$ cat src/rtl/branch_predictor_btb_if.sv
// Fetch/execute connection of the next-PC predictor.
// master = pipeline side, slave = predictor.
interface branch_predictor_btb_if #(
    parameter int WIDTH = 32
);
    // F stage
    logic [WIDTH-1:0] PCF;
    logic             PredTakenF;
    logic [WIDTH-1:0] PredTargetF;
    logic [WIDTH-1:0] NextPCF;
    // E stage
    logic [WIDTH-1:0] PCE;
    logic             BranchE;
    logic             JumpE;
    logic             TakenE;
    logic [WIDTH-1:0] TargetE;
    logic             PredTakenE;
    logic [WIDTH-1:0] PredTargetE;
    logic             MispredictE;
    logic [WIDTH-1:0] RedirectPCE;
    // statistics
    logic [31:0]      BranchCount;
    logic [31:0]      MispredCount;

    modport master (
        output PCF, PCE, BranchE, JumpE, TakenE, TargetE, PredTakenE, PredTargetE,
        input  PredTakenF, PredTargetF, NextPCF, MispredictE, RedirectPCE,
               BranchCount, MispredCount
    );

    modport slave (
        input  PCF, PCE, BranchE, JumpE, TakenE, TargetE, PredTakenE, PredTargetE,
        output PredTakenF, PredTargetF, NextPCF, MispredictE, RedirectPCE,
               BranchCount, MispredCount
    );
endinterface

$ cat src/rtl/branch_predictor_btb.sv
// Direct-mapped BTB with 2-bit counters: predicts the next fetch PC in F,
// detects mispredicts in E, supplies the redirect PC and trains on resolution.
module branch_predictor_btb #(
    parameter  int WIDTH      = 32,
    parameter  int ENTRIES    = 16,
    localparam int INDEX_BITS = $clog2(ENTRIES)
) (
    input logic                    clk,
    input logic                    rst,
    branch_predictor_btb_if.slave  bus
);
    localparam int TAG_BITS = WIDTH - INDEX_BITS - 2;

    // BTB storage
    logic                valid_q  [ENTRIES];
    logic [TAG_BITS-1:0] tag_q    [ENTRIES];
    logic [WIDTH-1:0]    target_q [ENTRIES];
    logic [1:0]          ctr_q    [ENTRIES];
    logic                jmp_q    [ENTRIES];

    logic [31:0] branch_cnt_q, branch_cnt_d;
    logic [31:0] mispred_cnt_q, mispred_cnt_d;

    // F lookup port
    logic [INDEX_BITS-1:0] f_idx;
    logic [TAG_BITS-1:0]   f_tag;
    logic                  f_hit;
    logic                  pred_taken_f;

    // E read/update port
    logic [INDEX_BITS-1:0] e_idx;
    logic [TAG_BITS-1:0]   e_tag;
    logic                  e_hit;
    logic                  resolve;
    logic                  mispredict;
    logic [WIDTH-1:0]      redirect_pc;

    logic                  wr_en;
    logic                  wr_valid;
    logic [WIDTH-1:0]      wr_target;
    logic [1:0]            wr_ctr;
    logic                  wr_jmp;

    // Word-offset bits never take part in indexing.
    logic unused_lsbs;
    assign unused_lsbs = ^{bus.PCF[1:0], bus.PCE[1:0]};

    assign f_idx = bus.PCF[INDEX_BITS+1:2];
    assign f_tag = bus.PCF[WIDTH-1:INDEX_BITS+2];
    assign e_idx = bus.PCE[INDEX_BITS+1:2];
    assign e_tag = bus.PCE[WIDTH-1:INDEX_BITS+2];

    // F prediction and next-PC select; mispredict redirect has priority
    always_comb begin
        f_hit        = valid_q[f_idx] && (tag_q[f_idx] == f_tag);
        pred_taken_f = f_hit && (jmp_q[f_idx] || ctr_q[f_idx][1]);
        bus.PredTakenF  = pred_taken_f;
        bus.PredTargetF = pred_taken_f ? target_q[f_idx] : '0;
        if (mispredict) begin
            bus.NextPCF = redirect_pc;
        end else if (pred_taken_f) begin
            bus.NextPCF = target_q[f_idx];
        end else begin
            bus.NextPCF = bus.PCF + WIDTH'(4);
        end
    end

    // E resolution: mispredict detection and correct next PC
    always_comb begin
        resolve     = bus.BranchE | bus.JumpE;
        redirect_pc = bus.TakenE ? bus.TargetE : bus.PCE + WIDTH'(4);
        if (resolve) begin
            mispredict = (bus.PredTakenE != bus.TakenE) ||
                         (bus.TakenE && (bus.PredTargetE != bus.TargetE));
        end else begin
            mispredict = bus.PredTakenE;
        end
        bus.MispredictE = mispredict;
        bus.RedirectPCE = redirect_pc;
    end

    // E training decision: train on hit, allocate on taken miss, drop a bogus prediction
    always_comb begin
        e_hit     = valid_q[e_idx] && (tag_q[e_idx] == e_tag);
        wr_en     = 1'b0;
        wr_valid  = 1'b1;
        wr_target = target_q[e_idx];
        wr_ctr    = ctr_q[e_idx];
        wr_jmp    = jmp_q[e_idx];
        if (resolve) begin
            if (e_hit) begin
                wr_en  = 1'b1;
                wr_jmp = bus.JumpE;
                if (bus.TakenE) begin
                    wr_target = bus.TargetE;
                    wr_ctr    = (ctr_q[e_idx] == 2'b11) ? 2'b11 : ctr_q[e_idx] + 2'd1;
                end else begin
                    wr_ctr    = (ctr_q[e_idx] == 2'b00) ? 2'b00 : ctr_q[e_idx] - 2'd1;
                end
            end else if (bus.TakenE) begin
                wr_en     = 1'b1;
                wr_target = bus.TargetE;
                wr_jmp    = bus.JumpE;
                wr_ctr    = bus.JumpE ? 2'b11 : 2'b10;
            end
        end else if (bus.PredTakenE && e_hit) begin
            wr_en    = 1'b1;
            wr_valid = 1'b0;
        end
    end

    // BTB write; reset wins over a coincident update
    always_ff @(posedge clk) begin
        if (rst) begin
            for (int unsigned i = 0; i < ENTRIES; i++) begin
                valid_q[i]  <= 1'b0;
                tag_q[i]    <= '0;
                target_q[i] <= '0;
                ctr_q[i]    <= 2'b01;
                jmp_q[i]    <= 1'b0;
            end
        end else if (wr_en) begin
            valid_q[e_idx]  <= wr_valid;
            tag_q[e_idx]    <= e_tag;
            target_q[e_idx] <= wr_target;
            ctr_q[e_idx]    <= wr_ctr;
            jmp_q[e_idx]    <= wr_jmp;
        end
    end

    // Saturating statistics next-state
    always_comb begin
        branch_cnt_d  = branch_cnt_q;
        mispred_cnt_d = mispred_cnt_q;
        if (resolve && (branch_cnt_q != '1)) begin
            branch_cnt_d = branch_cnt_q + 32'd1;
        end
        if (mispredict && (mispred_cnt_q != '1)) begin
            mispred_cnt_d = mispred_cnt_q + 32'd1;
        end
    end

    // Statistics registers
    always_ff @(posedge clk) begin
        if (rst) begin
            branch_cnt_q  <= '0;
            mispred_cnt_q <= '0;
        end else begin
            branch_cnt_q  <= branch_cnt_d;
            mispred_cnt_q <= mispred_cnt_d;
        end
    end

    assign bus.BranchCount  = branch_cnt_q;
    assign bus.MispredCount = mispred_cnt_q;
endmodule
$ cat src/flat_wrapper.sv
// flat-port wrapper written by rule: the top's interface ports become plain ports
module branch_predictor_btb_flat 
#(
    parameter  int WIDTH      = 32,
    parameter  int ENTRIES    = 16,
    localparam int INDEX_BITS = $clog2(ENTRIES)
)
  (clk, rst, bus_PCF, bus_PCE, bus_BranchE, bus_JumpE, bus_TakenE, bus_TargetE, bus_PredTakenE, bus_PredTargetE, bus_PredTakenF, bus_PredTargetF, bus_NextPCF, bus_MispredictE, bus_RedirectPCE, bus_BranchCount, bus_MispredCount);
  branch_predictor_btb_if #(.WIDTH(WIDTH)) bus_i ();
  input logic clk;
  input logic rst;
  input wire logic [$bits(bus_i.PCF)-1:0] bus_PCF;
  input wire logic [$bits(bus_i.PCE)-1:0] bus_PCE;
  input wire logic [$bits(bus_i.BranchE)-1:0] bus_BranchE;
  input wire logic [$bits(bus_i.JumpE)-1:0] bus_JumpE;
  input wire logic [$bits(bus_i.TakenE)-1:0] bus_TakenE;
  input wire logic [$bits(bus_i.TargetE)-1:0] bus_TargetE;
  input wire logic [$bits(bus_i.PredTakenE)-1:0] bus_PredTakenE;
  input wire logic [$bits(bus_i.PredTargetE)-1:0] bus_PredTargetE;
  output wire logic [$bits(bus_i.PredTakenF)-1:0] bus_PredTakenF;
  output wire logic [$bits(bus_i.PredTargetF)-1:0] bus_PredTargetF;
  output wire logic [$bits(bus_i.NextPCF)-1:0] bus_NextPCF;
  output wire logic [$bits(bus_i.MispredictE)-1:0] bus_MispredictE;
  output wire logic [$bits(bus_i.RedirectPCE)-1:0] bus_RedirectPCE;
  output wire logic [$bits(bus_i.BranchCount)-1:0] bus_BranchCount;
  output wire logic [$bits(bus_i.MispredCount)-1:0] bus_MispredCount;
  assign bus_i.PCF = bus_PCF;
  assign bus_i.PCE = bus_PCE;
  assign bus_i.BranchE = bus_BranchE;
  assign bus_i.JumpE = bus_JumpE;
  assign bus_i.TakenE = bus_TakenE;
  assign bus_i.TargetE = bus_TargetE;
  assign bus_i.PredTakenE = bus_PredTakenE;
  assign bus_i.PredTargetE = bus_PredTargetE;
  assign bus_PredTakenF = bus_i.PredTakenF;
  assign bus_PredTargetF = bus_i.PredTargetF;
  assign bus_NextPCF = bus_i.NextPCF;
  assign bus_MispredictE = bus_i.MispredictE;
  assign bus_RedirectPCE = bus_i.RedirectPCE;
  assign bus_BranchCount = bus_i.BranchCount;
  assign bus_MispredCount = bus_i.MispredCount;
  branch_predictor_btb #(.WIDTH(WIDTH), .ENTRIES(ENTRIES)) u_core (.clk(clk), .rst(rst), .bus(bus_i));
endmodule
$ cat config.mk
export PLATFORM = sky130hd
export DESIGN_NAME = branch_predictor_btb_flat
export DESIGN_NICKNAME = d
export VERILOG_FILES = /design/src/rtl/branch_predictor_btb_if.sv /design/src/rtl/branch_predictor_btb.sv /design/src/flat_wrapper.sv
export SDC_FILE = /design/constraint.sdc
export NUM_CORES = 2
export LEC_CHECK = 0
export ABC_AREA = 0
export CAP_MARGIN = 10
export CORE_MARGIN = 3
export CORE_UTILIZATION = 30
export CTS_BUF_LIST = sky130_fd_sc_hd__clkbuf_16
export DETAILED_ROUTE_END_ITERATION = 8
export PLACE_DENSITY = 0.56
export SETUP_SLACK_MARGIN = 0.15
export SKIP_LAST_GASP = 1
export SYNTH_ARGS = -nofsm -noshare
export SYNTH_HDL_FRONTEND = slang
export SYNTH_SLANG_ARGS = --single-unit
export TNS_END_PERCENT = 20
$ cat constraint.sdc
create_clock -name clk -period 18.5 [get_ports clk]
set_clock_uncertainty 0.1 [all_clocks]
set_input_delay 4.625 -clock clk [delete_from_list [all_inputs] [get_ports clk]]
set_output_delay 4.625 -clock clk [all_outputs]
set_load 0.005 [all_outputs]
# [Yosys cells after proc, flatten, opt, wreduce, memory -nomap -nowiden]
# Memories as Yosys holds them, arrays and structs flattened.
# Cells that the tools add are included.
[classes] n_reduce_logical=17 eq_ne=11 bitwise_logic=1 addsub=6 muxes=43
[ops] op="32-bit 2-to-1 mux" count=7
[ops] op="32-bit by 1-bit adder with 32-bit output, second input constant" count=2
[ops] op="32-bit by 3-bit adder with 32-bit output, second input constant" count=2
[ops] op="32-bit inequality test, second input constant" count=2
[ops] op="26-bit == test" count=2
[ops] op="32-bit inequality test" count=1
[ops] op="32-bit OR reduction" count=1
[ops] op="26-bit 2-to-1 mux" count=1
[ops] op="26-bit OR reduction" count=1
[ops] op="1-bit 2-to-1 mux" count=23
[ops] op="4-bit 2-to-1 mux" count=5
[ops] op="2-bit 2-to-1 mux" count=7
[ops] op="1-bit logical AND" count=7
[ops] op="3-bit AND reduction" count=2
[ops] op="3-bit inequality test, second input constant" count=1
[ops] op="2-bit by 1-bit adder with 2-bit output, second input constant" count=1
[ops] op="2-bit == test, second input constant" count=1
[ops] op="2-bit logical NOT" count=1
[ops] op="1-bit logical OR" count=2
[ops] op="1-bit inequality test, second input constant" count=2
[ops] op="2-bit inequality test, second input constant" count=1
[ops] op="1-bit OR reduction" count=2
[ops] op="2-bit OR reduction" count=1
[ops] op="2-bit by 1-bit subtractor with 2-bit output, second input constant" count=1
[ops] op="2 further kinds" count=2
[word_totals] memories=5 reg_bits=64 out_inout_bits=162 ram_bits=992 wordCells=85
[mem_list] memory="u_core.target_q" words=16 word_bits=32 read_ports=1 rd_clocked_by_memory_dff=0 wr=16 line_no="branch_predictor_btb.sv:17" rtl="logic [WIDTH-1:0] target_q [ENTRIES];"
[mem_list] memory="u_core.tag_q" words=16 word_bits=26 read_ports=2 rd_clocked_by_memory_dff=0 wr=16 line_no="branch_predictor_btb.sv:16" rtl="logic [TAG_BITS-1:0] tag_q [ENTRIES];"
[mem_list] memory="u_core.ctr_q" words=16 word_bits=2 read_ports=2 rd_clocked_by_memory_dff=0 wr=16 line_no="branch_predictor_btb.sv:18" rtl="logic [1:0] ctr_q [ENTRIES];"
[mem_list] memory="u_core.jmp_q" words=16 word_bits=1 read_ports=1 rd_clocked_by_memory_dff=0 wr=16 line_no="branch_predictor_btb.sv:19" rtl="logic jmp_q [ENTRIES];"
[mem_list] memory="u_core.valid_q" words=16 word_bits=1 read_ports=2 rd_clocked_by_memory_dff=0 wr=16 line_no="branch_predictor_btb.sv:15" rtl="logic valid_q [ENTRIES];"

# [Depth between registers and ports, before layout]
# An unclocked memory read counts as a cell.
[logic_depth] depth_word=12 depth_mapped=18 depth_no_buf=11

# [Worst setup path after synthesis]
# Ideal clock, no wire load.
[synth_timing] path_type="input port to output port" start="input port bus_PCF[2]" end="output port bus_NextPCF[2]" slack_ns=6.017 arrival_time_ns=7.758 cell_stages=12 path_buffers=7 cell_sequence="clkbuf_1 -> buf_6 -> buf_2 -> buf_2 -> buf_2 -> buf_2 -> buf_2 -> mux4_2 -> mux4_2 -> and2_1 -> a211oi_1 -> nor2_1"
[synth_via] elab_chain_len=6 word_cells_on_any_way=12 cone_classes="1 x add/sub; 1 x eq/ne; 2 x mux; 3 x reduce/logical; 5 x memory"
[synth_rtl] item="start: declaration" line_no="flat_wrapper.sv:12" rtl="input wire logic [$bits(bus_i.PCF)-1:0] bus_PCF;"
[synth_rtl] item="memory 16 x 26 bit"
[synth_rtl] item="26-bit == test" line_no="branch_predictor_btb.sv:55" rtl="f_hit = valid_q[f_idx] && (tag_q[f_idx] == f_tag);"
[synth_rtl] item="1-bit logical AND" line_no="branch_predictor_btb.sv:55"
[synth_rtl] item="1-bit logical AND" line_no="branch_predictor_btb.sv:56" rtl="pred_taken_f = f_hit && (jmp_q[f_idx] || ctr_q[f_idx][1]);"
[synth_rtl] item="32-bit 2-to-1 mux *" line_no="branch_predictor_btb.sv:61" rtl="end else if (pred_taken_f) begin"
[synth_rtl] item="32-bit 2-to-1 mux *" line_no="branch_predictor_btb.sv:59" rtl="if (mispredict) begin"
[synth_rtl] item="end: declaration" line_no="flat_wrapper.sv:22" rtl="output wire logic [$bits(bus_i.NextPCF)-1:0] bus_NextPCF;"
# Mark *: on every way between the ends. The rest lies on a longest branch, timed or not.

# [Final worst setup path]
[layout_timing] start="input port bus_PCF[3]" end="output port bus_NextPCF[23]"
# Same word-level chain as after synthesis.

==> impl_metrics.prom <==
# TYPE chip_impl_metric gauge
chip_impl_metric{name="worstPathRequired",unit="ns"} 13.78
chip_impl_metric{name="fp.dieArea",unit="sq um"} 186000
chip_impl_metric{name="total_power",unit="uW"} 5720
chip_impl_metric{name="dp_hpwl",unit="um"} 126000
chip_impl_metric{name="synthArstFlopShare",unit=""} 0
chip_impl_metric{name="grt_start_max_net_pins",unit=""} 103
chip_impl_info{name="rsz_0062_raised_after_global_routing",value="false"} 1
chip_impl_metric{name="hold_viol",unit=""} 0
chip_impl_info{name="worst_hold_class",value="flip-flop to flip-flop"} 1
chip_impl_metric{name="drive_above_1_share",unit=""} 0.188
chip_impl_metric{name="hold-worst-slack",unit="ns"} 0.409
chip_impl_metric{name="die_height",unit="um"} 432
chip_impl_info{name="yosys-top-cells-area",value="sky130_fd_sc_hd__edfxtp_1 55%, sky130_fd_sc_hd__mux4_2 16%, sky130_fd_sc_hd__and2_1 8.9%"} 1
chip_impl_metric{name="timing.final.crit_share",unit=""} 0.813
chip_impl_metric{name="synthCells",unit=""} 3921
chip_impl_metric{name="maxCapViolCount",unit=""} 0
chip_impl_metric{name="timing.setup.tns",unit="ns"} 0
chip_impl_metric{name="route.detailed.vias_per_inst",unit=""} 5.45
chip_impl_metric{name="drtAntennaViolNets",unit=""} 0
chip_impl_metric{name="clkTransAtPathRegs",unit="ns"} 0.06
chip_impl_metric{name="clkSinkCount",unit=""} 1056
chip_impl_metric{name="initial_util",unit=""} 0.303
chip_impl_info{name="synth_area_leader_cell",value="sky130_fd_sc_hd__edfxtp_1"} 1
chip_impl_metric{name="dr_total_vias",unit=""} 35667
chip_impl_metric{name="portBuffers",unit=""} 295
chip_impl_metric{name="tightestPinTransition",unit="ns"} 1.16
chip_impl_metric{name="post_cts.resized_instances",unit=""} 0
chip_impl_metric{name="critical_path.max_fanout",unit=""} 101
chip_impl_metric{name="synthDistinctLibCells",unit=""} 71
chip_impl_info{name="synth-main-ff-cell",value="sky130_fd_sc_hd__edfxtp_1"} 1
chip_impl_metric{name="seq_area_frac_synth",unit=""} 0.572
chip_impl_metric{name="h-tree-depth",unit=""} 3
chip_impl_metric{name="hold_buffers",unit=""} 0
chip_impl_metric{name="crit_arrival",unit="ns"} 10.31
chip_impl_metric{name="num_rows",unit=""} 155
chip_impl_info{name="tritoncts",value="done"} 1
chip_impl_metric{name="core_area",unit="sq um"} 179000
chip_impl_metric{name="final_max_slew_viol_count",unit=""} 0
chip_impl_metric{name="setup_viol",unit=""} 0
chip_impl_metric{name="synthesis.nets",unit=""} 4062
chip_impl_metric{name="maxSlewHeadroom",unit=""} 0.216
chip_impl_metric{name="flow.area_growth_from_synthesis",unit="%"} 16.6
chip_impl_metric{name="detail_route.iter0.violations",unit=""} 4638
chip_impl_metric{name="globalplace.congestion",unit=""} 0.894
chip_impl_metric{name="synth.cell_area",unit="sq um"} 54400
chip_impl_metric{name="final_nets",unit=""} 4228
chip_impl_metric{name="die_width",unit="um"} 432
chip_impl_metric{name="fin_crit_period",unit="ns"} 15.04
chip_impl_metric{name="cts-root-to-sink-buffers",unit=""} 3
chip_impl_metric{name="p_per_area",unit="nW/um^2"} 90.3
chip_impl_metric{name="cts_made_buffers",unit=""} 114
chip_impl_metric{name="synthesis_warning_total",unit=""} 0
chip_impl_metric{name="synth_largest_type_area_fraction",unit=""} 0.548
chip_impl_metric{name="average_routed_wire_per_standard_cell",unit="um"} 30.9
chip_impl_metric{name="routed_wl",unit="um"} 203000
chip_impl_metric{name="grt_pass1_wl",unit="um"} 281000
chip_impl_info{name="end_kind",value="output port"} 1
chip_impl_metric{name="antenna_violations_before_repair",unit=""} 21
chip_impl_metric{name="power.leakage",unit="uW"} 0.0211
chip_impl_metric{name="synth-edff-count",unit=""} 992
chip_impl_metric{name="drc",unit=""} 0
chip_impl_metric{name="num_io_pins",unit=""} 296
chip_impl_metric{name="worst_skew_pair.late_latency",unit="ns"} 0.75
chip_impl_metric{name="synth.ff_latch_count",unit=""} 1056
chip_impl_metric{name="postLayoutCoreUtil",unit=""} 0.354
chip_impl_metric{name="grt_pass1_vias",unit=""} 35442
chip_impl_metric{name="max_freq",unit="MHz"} 66.5
chip_impl_info{name="crit_path_start_kind",value="primary input"} 1
chip_impl_metric{name="synth.avg_cell_area",unit="sq um"} 13.9
chip_impl_metric{name="postCtsSetupBuffers",unit=""} 0
chip_impl_metric{name="firstDrtPassIters",unit=""} 6
chip_impl_metric{name="vdd_drop_max",unit="mV"} 0.0718
chip_impl_metric{name="grt-ovfl-total",unit=""} 0
chip_impl_info{name="status",value="complete, no violations"} 1
chip_impl_metric{name="grt_util_all_layers",unit=""} 0.213
chip_impl_info{name="clockRootBuffer",value="sky130_fd_sc_hd__clkbuf_16"} 1
chip_impl_info{name="criticalPathCategory",value="primary input to output port"} 1
==> path summary, 6_finish.rpt <==
path                                                   end  cells past startpoint                        from  slack [ns]
worst max register to register         u_core.tag_q[9][19]                     13          u_core.tag_q[6][0]       12.68
worst min-delay path            u_core.bus.MispredCount[1]                      2  u_core.bus.MispredCount[1]        0.41
worst max-delay path                       bus_NextPCF[23]                     12                  bus_PCF[3]        3.46
worst min register to register  u_core.bus.MispredCount[1]                      2  u_core.bus.MispredCount[1]        0.41
==> where the power goes <==
| group | internal [uW] | switching [uW] | total [uW] |
|---|---|---|---|
| logic | 276 | 419 | 694 |
| registers | 2730 | 48.2 | 2780 |
| clock network | 1250 | 997 | 2240 |
==> synthesized netlist by cell type (11+ instances only) <==
cell / count
sky130_fd_sc_hd__clkbuf_1: 270
sky130_fd_sc_hd__nor3_1: 209
sky130_fd_sc_hd__a21oi_1: 27
sky130_fd_sc_hd__a22o_1: 13
sky130_fd_sc_hd__nor4_1: 13
sky130_fd_sc_hd__edfxtp_1: 992
sky130_fd_sc_hd__buf_6: 14
sky130_fd_sc_hd__and4_1: 13
sky130_fd_sc_hd__a22oi_1: 15
sky130_fd_sc_hd__a21o_1: 11
sky130_fd_sc_hd__and2_1: 773
sky130_fd_sc_hd__nand2_1: 165
sky130_fd_sc_hd__buf_4: 18
sky130_fd_sc_hd__xnor2_1: 97
sky130_fd_sc_hd__mux2_2: 19
sky130_fd_sc_hd__xor2_1: 97
sky130_fd_sc_hd__buf_1: 16
sky130_fd_sc_hd__clkbuf_2: 11
sky130_fd_sc_hd__inv_1: 21
sky130_fd_sc_hd__buf_2: 47
sky130_fd_sc_hd__nor2b_1: 25
sky130_fd_sc_hd__mux2i_1: 79
sky130_fd_sc_hd__nand3_1: 50
sky130_fd_sc_hd__or2_2: 34
sky130_fd_sc_hd__o21ai_0: 72
sky130_fd_sc_hd__and3_1: 22
sky130_fd_sc_hd__nand4_1: 36
sky130_fd_sc_hd__o21bai_1: 21
sky130_fd_sc_hd__dfxtp_1: 64
sky130_fd_sc_hd__mux4_2: 383
sky130_fd_sc_hd__nor2_1: 189
==> worst max-delay path: stages <==
cell	delay (ns)
sky130_fd_sc_hd__buf_8	0.66
sky130_fd_sc_hd__buf_4	0.71
sky130_fd_sc_hd__mux4_2	0.41
sky130_fd_sc_hd__mux4_2	0.48
sky130_fd_sc_hd__xor2_1	0.15
sky130_fd_sc_hd__nor4_1	0.65
sky130_fd_sc_hd__nand4_1	0.37
sky130_fd_sc_hd__nor3_4	0.53
sky130_fd_sc_hd__buf_4	0.44
sky130_fd_sc_hd__and2_1	0.25
sky130_fd_sc_hd__o31a_1	0.28
sky130_fd_sc_hd__clkdlybuf4s50_1	0.56
==> kinds of logic after synthesis <==
group | Yosys count | synth area share
and+or+nand+nor | 1551 | 0.158
DFF | 1056 | 0.572
muxes | 481 | 0.177
buffers and inverters | 403 | 0.0326
AOI/OAI and AO/OA | 229 | 0.0282
xor gates and xnor gates | 194 | 0.0313
adders and majority gates | 7 | 0.00161
==> sequential cells by signal (all words and copies together), names as in the netlist <==
name,cells
u_core.tag_q,416
u_core.target_q,512
u_core.valid_q,16
u_core.bus.BranchCount,32
u_core.bus.MispredCount,32
u_core.jmp_q,16
u_core.ctr_q,32
==> per-stage QoR <==
step	setup slack, ns	std cells	cell area, sq um
6_report	3.46	6549	63400
5_1_grt	3.24	6543	63400
4_1_cts	3.56	6540	63400
3_5_place_dp	3.57	6326	59700
3_3_place_gp	3.60	6326	59700
2_1_floorplan	6.02	3921	54400
==> final cells by class <==
type	count	area, sq um
Clock inverter	98	716
Clock buffer	116	2900
Multi-Input combinational cell	2462	21700
Timing Repair Buffer	427	3960
Antenna cell	9	22.5
Fill cell	17280	116000
Tap cell	2355	2950
Inverter	26	97.6
Sequential cell	1056	31100
==> layout by cell type (no fill, tap or decap), types with 36 or more instances in the layout <==
cell                              instances
sky130_fd_sc_hd__mux2i_1                 79
sky130_fd_sc_hd__o21ai_0                 72
sky130_fd_sc_hd__nand2_1                157
sky130_fd_sc_hd__nor3_1                 209
sky130_fd_sc_hd__clkdlybuf4s50_1        286
sky130_fd_sc_hd__xor2_1                  97
sky130_fd_sc_hd__nand3_1                 50
sky130_fd_sc_hd__and2_1                 773
sky130_fd_sc_hd__clkbuf_16              116
sky130_fd_sc_hd__mux4_2                 383
sky130_fd_sc_hd__nor2_1                 157
sky130_fd_sc_hd__nand4_1                 36
sky130_fd_sc_hd__xnor2_1                 97
sky130_fd_sc_hd__buf_4                  135
sky130_fd_sc_hd__edfxtp_1               992
sky130_fd_sc_hd__dfxtp_1                 64
sky130_fd_sc_hd__inv_1                   51
==> routing by layer <==
metal	vias up	global-route usage	routed length (um)	share of wire
li1	14964	-	-	-
met1	18343	0.267	75800	0.37
met2	1905	0.342	94500	0.47
met3	449	0.0349	16200	0.080
met4	6	0.141	16100	0.079
met5	-	0	39	0.00019
No activity file was read; power rests on OpenSTA's default activity.
